===== src/rtl/traffic_ctrl_mc_pkg.sv =====
// ============================================================================
// traffic_pkg : shared lamp/phase types and width helpers for traffic_ctrl_mc
// Revision    : 1.0
// ============================================================================
`default_nettype none

package traffic_pkg;

    typedef enum logic [1:0] {
        RED    = 2'd0,
        GREEN  = 2'd1,
        YELLOW = 2'd2
    } light_t;

    typedef enum logic [1:0] {
        ALL_RED   = 2'd0,
        GREEN_PH  = 2'd1,
        YELLOW_PH = 2'd2,
        PED_PH    = 2'd3
    } phase_t;

    // Never returns 0, so a counter sized for a value of 1 still has a bit.
    function automatic int clog2_safe(input int v);
        return (v <= 2) ? 1 : $clog2(v);
    endfunction

    function automatic int max4(input int a, input int b, input int c, input int d);
        int m;
        m = a;
        if (b > m) m = b;
        if (c > m) m = c;
        if (d > m) m = d;
        return m;
    endfunction

endpackage

`default_nettype wire


===== src/rtl/traffic_ctrl_mc_if.sv =====
// ============================================================================
// traffic_ctrl_mc_if : demand inputs and lamp outputs of the controller
// Revision           : 1.0  (ped signals present only with TRAFFIC_PED_EN)
// ============================================================================
`default_nettype none

interface traffic_ctrl_mc_if #(
    parameter int N_DIR = 2
);
    import traffic_pkg::*;

    localparam int AW = clog2_safe(N_DIR);

    logic   [N_DIR-1:0] req;
    light_t [N_DIR-1:0] color;
    logic   [AW-1:0]    active_dir;
    logic               phase_start;

`ifdef TRAFFIC_PED_EN
    logic               ped_req;
    logic               walk;

    modport master (output req, ped_req, input color, active_dir, phase_start, walk);
    modport slave  (input req, ped_req, output color, active_dir, phase_start, walk);
`else
    modport master (output req, input color, active_dir, phase_start);
    modport slave  (input req, output color, active_dir, phase_start);
`endif

endinterface

`default_nettype wire


===== src/rtl/traffic_ctrl_mc_rr_pick.sv =====
// ============================================================================
// traffic_rr_pick : next pending approach after cur (wrapping), plus other-demand flag
// Revision        : 1.0
// ============================================================================
`default_nettype none

module traffic_rr_pick #(
    parameter int N_DIR = 2,
    parameter int AW    = 1
) (
    input  logic [N_DIR-1:0] pend,
    input  logic [AW-1:0]    cur,
    output logic [AW-1:0]    nxt,
    output logic             any_other
);

    logic [N_DIR-1:0] self_mask;
    logic [AW-1:0]    idx;
    logic             found;

    assign self_mask = N_DIR'(1) << cur;
    assign any_other = |(pend & ~self_mask);

    // Searching cur+1 .. cur+N_DIR puts the current approach last.
    always_comb begin
        found = 1'b0;
        idx   = '0;
        nxt   = (cur == AW'(N_DIR - 1)) ? '0 : cur + AW'(1);
        for (int k = 1; k <= N_DIR; k++) begin
            idx = AW'((int'(cur) + k) % N_DIR);
            if (!found && pend[idx]) begin
                found = 1'b1;
                nxt   = idx;
            end
        end
    end

endmodule

`default_nettype wire


===== src/rtl/traffic_ctrl_mc.sv =====
// ============================================================================
// traffic_ctrl_mc : round-robin N-approach light controller, demand-driven green
// Revision        : 1.0  (optional pedestrian phase with TRAFFIC_PED_EN)
// ============================================================================
`default_nettype none

module traffic_ctrl_mc
    import traffic_pkg::*;
#(
    parameter int N_DIR      = 2,
    parameter int GREEN_MIN  = 8,
    parameter int YELLOW_CYC = 3,
    parameter int ALLRED_CYC = 2,
    parameter int PED_CYC    = 6
) (
    input  logic             clk,
    input  logic             rst_n,
    traffic_ctrl_mc_if.slave bus
);

    localparam int AW = clog2_safe(N_DIR);
    localparam int TW = clog2_safe(max4(GREEN_MIN, YELLOW_CYC, ALLRED_CYC, PED_CYC) + 1);

    localparam logic [TW-1:0] G_LAST  = TW'(GREEN_MIN - 1);
    localparam logic [TW-1:0] Y_LAST  = TW'(YELLOW_CYC - 1);
    localparam logic [TW-1:0] AR_LAST = TW'(ALLRED_CYC - 1);
    localparam logic [TW-1:0] P_LAST  = TW'(PED_CYC - 1);

    phase_t             phase, phase_nx;
    logic   [TW-1:0]    timer;
    logic   [AW-1:0]    dir, dir_nx, pick_dir;
    logic   [N_DIR-1:0] pend, pend_nx;
    light_t [N_DIR-1:0] color_nx;
    logic               any_other, enter_green, ped_hold;

    traffic_rr_pick #(
        .N_DIR (N_DIR),
        .AW    (AW)
    ) u_pick (
        .pend      (pend),
        .cur       (dir),
        .nxt       (pick_dir),
        .any_other (any_other)
    );

`ifdef TRAFFIC_PED_EN
    logic ped_pend;
    assign ped_hold = ped_pend;
`else
    assign ped_hold = 1'b0;
`endif

    always_comb begin
        phase_nx = phase;
        case (phase)
            ALL_RED:   if (timer == AR_LAST) phase_nx = GREEN_PH;
            GREEN_PH:  if (timer >= G_LAST && (any_other || ped_hold)) phase_nx = YELLOW_PH;
            YELLOW_PH: if (timer == Y_LAST) phase_nx = ped_hold ? PED_PH : ALL_RED;
            PED_PH:    if (timer == P_LAST) phase_nx = ALL_RED;
            default:   phase_nx = ALL_RED;
        endcase
    end

    assign enter_green = (phase == ALL_RED) && (phase_nx == GREEN_PH);
    assign dir_nx      = enter_green ? pick_dir : dir;

    // Demand on the approach being served (or about to be) is absorbed.
    always_comb begin
        pend_nx = pend | bus.req;
        if (enter_green)
            pend_nx[pick_dir] = 1'b0;
        else if (phase == GREEN_PH)
            pend_nx[dir] = 1'b0;
    end

    always_comb begin
        for (int i = 0; i < N_DIR; i++) color_nx[i] = RED;
        if (phase_nx == GREEN_PH)
            color_nx[dir_nx] = GREEN;
        else if (phase_nx == YELLOW_PH)
            color_nx[dir_nx] = YELLOW;
    end

    always_ff @(posedge clk) begin
        if (!rst_n) begin
            phase           <= ALL_RED;
            timer           <= '0;
            dir             <= AW'(N_DIR - 1);
            pend            <= '0;
            for (int i = 0; i < N_DIR; i++) bus.color[i] <= RED;
            bus.phase_start <= 1'b0;
        end else begin
            phase           <= phase_nx;
            timer           <= (phase_nx != phase) ? '0 :
                               (&timer ? timer : timer + TW'(1));
            dir             <= dir_nx;
            pend            <= pend_nx;
            bus.color       <= color_nx;
            bus.phase_start <= enter_green;
        end
    end

`ifdef TRAFFIC_PED_EN
    always_ff @(posedge clk) begin
        if (!rst_n) begin
            ped_pend <= 1'b0;
            bus.walk <= 1'b0;
        end else begin
            ped_pend <= (phase_nx == PED_PH && phase != PED_PH) ? 1'b0 : (ped_pend | bus.ped_req);
            bus.walk <= (phase_nx == PED_PH);
        end
    end
`endif

    assign bus.active_dir = dir;

endmodule

`default_nettype wire


===== src/flat_wrapper.sv =====
// flat-port wrapper written by rule: the top's interface ports become plain ports
module traffic_ctrl_mc_flat import traffic_pkg::*;
#(
    parameter int N_DIR      = 2,
    parameter int GREEN_MIN  = 8,
    parameter int YELLOW_CYC = 3,
    parameter int ALLRED_CYC = 2,
    parameter int PED_CYC    = 6
)
  (clk, rst_n, bus_req, bus_color, bus_active_dir, bus_phase_start);
  traffic_ctrl_mc_if #(.N_DIR(N_DIR)) bus_i ();
  input  logic clk;
  input  logic rst_n;
  input wire logic [$bits(bus_i.req)-1:0] bus_req;
  output wire logic [$bits(bus_i.color)-1:0] bus_color;
  output wire logic [$bits(bus_i.active_dir)-1:0] bus_active_dir;
  output wire logic [$bits(bus_i.phase_start)-1:0] bus_phase_start;
  assign bus_i.req = bus_req;
  assign bus_color = bus_i.color;
  assign bus_active_dir = bus_i.active_dir;
  assign bus_phase_start = bus_i.phase_start;
  traffic_ctrl_mc #(.N_DIR(N_DIR), .GREEN_MIN(GREEN_MIN), .YELLOW_CYC(YELLOW_CYC), .ALLRED_CYC(ALLRED_CYC), .PED_CYC(PED_CYC)) u_core (.clk(clk), .rst_n(rst_n), .bus(bus_i));
endmodule

===== config.mk =====
export PLATFORM = sky130hd
export DESIGN_NAME = traffic_ctrl_mc_flat
export DESIGN_NICKNAME = d
export VERILOG_FILES = /design/src/rtl/traffic_ctrl_mc_pkg.sv /design/src/rtl/traffic_ctrl_mc_if.sv /design/src/rtl/traffic_ctrl_mc_rr_pick.sv /design/src/rtl/traffic_ctrl_mc.sv /design/src/flat_wrapper.sv
export SDC_FILE = /design/constraint.sdc
export NUM_CORES = 1
export LEC_CHECK = 0
export CAP_MARGIN = 10
export CORE_ASPECT_RATIO = 0.7
export CORE_UTILIZATION = 30
export CTS_BUF_LIST = sky130_fd_sc_hd__clkbuf_16
export DETAILED_ROUTE_END_ITERATION = 6
export PLACE_DENSITY_LB_ADDON = 0.05
export SLEW_MARGIN = 20
export SYNTH_ARGS = -nofsm -noshare
export SYNTH_HDL_FRONTEND = slang
export SYNTH_SLANG_ARGS = --single-unit

===== constraint.sdc =====
create_clock -name clk -period 2.02 [get_ports clk]
set_input_delay 0.303 -clock clk [delete_from_list [all_inputs] [get_ports clk]]
set_output_delay 0.303 -clock clk [all_outputs]
set_load 0.02 [all_outputs]

==> flow_summary.json <==
{
  "fin_crit_sh_pct": 91.1,
  "instances_no_fill": 122,
  "grt_pass1_vias": 551,
  "finalWirelength_um": 1420,
  "die-area_um2": 2570,
  "setup_tns_ns": 0,
  "cp-endpoint": "u_core.bus.color[0]",
  "dieWidth_um": 60.2,
  "power_leakage_nw": 0.360,
  "path_class": "reg -> reg",
  "place_inst": 119,
  "drv_slew": 0,
  "synth_nets": 86,
  "combPwrFrac_pct": 27.4,
  "post_cts_buffers": 0,
  "crit-reg2reg-launch": "u_core.timer[0]",
  "worst_ir_drop_vdd_v": 0.000415,
  "areaGrowthSynthToFinish_pct": 28.9,
  "p_int_mw": 0.722,
  "ys_ff_latch": 14,
  "period_needed_ns": 1.84,
  "status": "complete, no violations",
  "ys_types": 31,
  "avgRoutedWirePerCell_um": 11.7,
  "synth.cell_area_um2": 711,
  "fin_nets": 99,
  "p_clk_share_pct": 35.9,
  "grt_max_degree": 13,
  "yosysSeqAreaShare_pct": 39.4,
  "r2r_cells": 5,
  "grt.total_usage_pct": 13.7,
  "start_util_pct": 32.5,
  "mostFrequentLayoutCell": "dfxtp_1",
  "power_density_nw_per_um2": 1110,
  "yosysTopAreaCellShare_pct": 39.4,
  "crit_fanout": 6,
  "worstMarginPinSlew_ns": 0.441,
  "gp_congestion": 0.730,
  "first_iter_violations": 13,
  "dpl.hpwl_um": 1030,
  "path_clk_slew_ns": 0.05,
  "rsz0062_at_grt": "false",
  "syn_inst": 79,
  "grt-ovfl-total": 0,
  "cts_resized": 0,
  "maxCapViolations": 0,
  "synth_top_area_cell": "dfxtp_1",
  "swShare_pct": 29.3,
  "core_area_um2": 2190,
  "yosys_warnings": 0,
  "fmax_ghz": 0.544,
  "ctsRootBufferMaster": "clkbuf_16",
  "worst_ep_required_time_ns": 2.21,
  "remaining_drc_errors": 0,
  "crit_path_start_kind": "flip-flop",
  "dr.pass1.iters": 3,
  "final_cell_mix": "14 x dfxtp_1, 9 x clkdlybuf4s50_1, 7 x a21oi_1, 7 x nor2_1",
  "avgSynthCellArea_um2": 9.00,
  "clkLatencyLatePin_ns": 0.24,
  "die_h_um": 42.7,
  "seqPwrFrac_pct": 36.8,
  "r2r_slack_ns": 0.18,
  "rows": 14,
  "grt_pass1_wl_um": 2530,
  "crit_start": "u_core.timer[0]",
  "hp-class": "reg -> reg",
  "switchingPower_mw": 0.299,
  "cts_max_path_buffers": 2,
  "final.setup_skew_ns": 0.00210,
  "end_kind": "flip-flop",
  "power_mw": 1.02,
  "r2r_end": "u_core.bus.color[0]",
  "io_pins": 10,
  "drive_above_1_share_pct": 16.7,
  "ctsHoldBuffers": 0,
  "diodes": 0,
  "cts.htree.levels": 1,
  "num_vias": 582,
  "netlist_top_cells_area": "dfxtp_1 39%, ha_1 5.3%, a21oi_1 4.9%",
  "cts_buffers": 3,
  "viasPerCell": 4.77,
  "antenna_found_initial": 0,
  "cts_sinks": 14,
  "cts_tree": "yes",
  "numPortBuffers": 9,
  "fillers": 220,
  "finalHoldViolCount": 0,
  "critPathArrivalTime_ns": 2.03,
  "antenna_left": 0,
  "relSlewSlack_pct": 70.3,
  "setup_viol": 0
}
## routing by layer
metal / GRT usage (%) / part of all wire (%) / vias up
met5: 0 / 0 / -
met4: 4.19 / 1.2 / 0
met3: 6.40 / 3.9 / 4
met2: 18.9 / 39 / 8
met1: 18.8 / 56 / 268
li1: - / - / 302
## cells in the mapped netlist
master / number
dfxtp_1: 14
a21oi_1: 7
nor2_1: 7
inv_1: 5
nand2_1: 5
nand3_1: 5
nor3_1: 4
o21ai_0: 4
ha_1: 3
a211oi_1: 2
buf_6: 2
mux2_2: 2
a2111oi_0: 1
a2111oi_1: 1
a21bo_2: 1
a21o_2: 1
a22o_1: 1
a41o_1: 1
and2_1: 1
and2b_2: 1
and4_1: 1
buf_2: 1
mux2i_1: 1
nand2b_1: 1
nand3_2: 1
nor2_4: 1
nor2b_1: 1
or3b_1: 1
or3b_2: 1
or4b_4: 1
xnor2_1: 1
## cell families after synthesis
logic type,count (synthesis),share of synthesized area [%]
DFF,14,39.4
muxes,3,4.58
buffers and inverters,8,6.51
and+or+nand+nor,31,25.2
AOI/OAI and AO/OA,19,17.8
xor gates and xnor gates,1,1.23
adders and majority gates,3,5.28
## state kept, by name, summed over array words and instances, names as in the netlist
register / count
u_core.bus.phase_start: 1
u_core.bus.active_dir: 1
u_core.timer: 4
u_core.phase: 2
u_core.pend: 2
u_core.bus.color: 4
## through the flow
stage / hold slack [ns] / cell area, um^2 / util, % / worst slack (ns)
after global routing: 0.582 / 916 / 41.8 / 0.0653
after CTS: 0.552 / 903 / 41.3 / 0.0327
after detailed placement: 0.543 / 828 / 37.8 / 0.0449
after floorplan: 0.365 / 711 / - / 0.243
after global placement: 0.536 / 828 / 37.8 / 0.132
final: 0.548 / 916 / 41.8 / 0.180
## critical path: stages, from the launching register on
cell and delay (ns):
dfxtp_1 0.42, ha_1 0.25, or4b_4 0.50, nor2_4 0.12
mux2i_4 0.29, and4_1 0.21
## power groups by stage
| stage | Sequential, mW | Combinational (mW) | Clock [mW] |
|---|---|---|---|
| after global placement | 0.377 | 0.265 | 0 |
| after floorplan | 0.374 | 0.193 | 0 |
| final | 0.375 | 0.279 | 0.366 |
| after CTS | 0.372 | 0.262 | 0.376 |
| after detailed placement | 0.377 | 0.260 | 0 |
| after global routing | 0.385 | 0.314 | 0.386 |
## worst min path at each step
| stage | start | cells after the start | endpoint |
|---|---|---|---|
| finish | u_core.pend[1] | 2 | u_core.pend[1] |
| global route | u_core.pend[1] | 2 | u_core.pend[1] |
| CTS | u_core.pend[1] | 2 | u_core.pend[1] |
| detailed placement | u_core.pend[1] | 2 | u_core.pend[1] |
| global placement | u_core.pend[1] | 2 | u_core.pend[1] |
| floorplan | rst_n | 1 | u_core.bus.active_dir |
## final cells by class
type	instances	area (um^2)	area share [%]
inverter	5	18.8	2.05
tap	32	40.0	4.37
timing repair buffer	11	105	11.5
sequential	14	280	30.6
multi-input combinational	57	397	43.3
clock buffer	3	75.1	8.20
(Power assumes the default switching activity.)
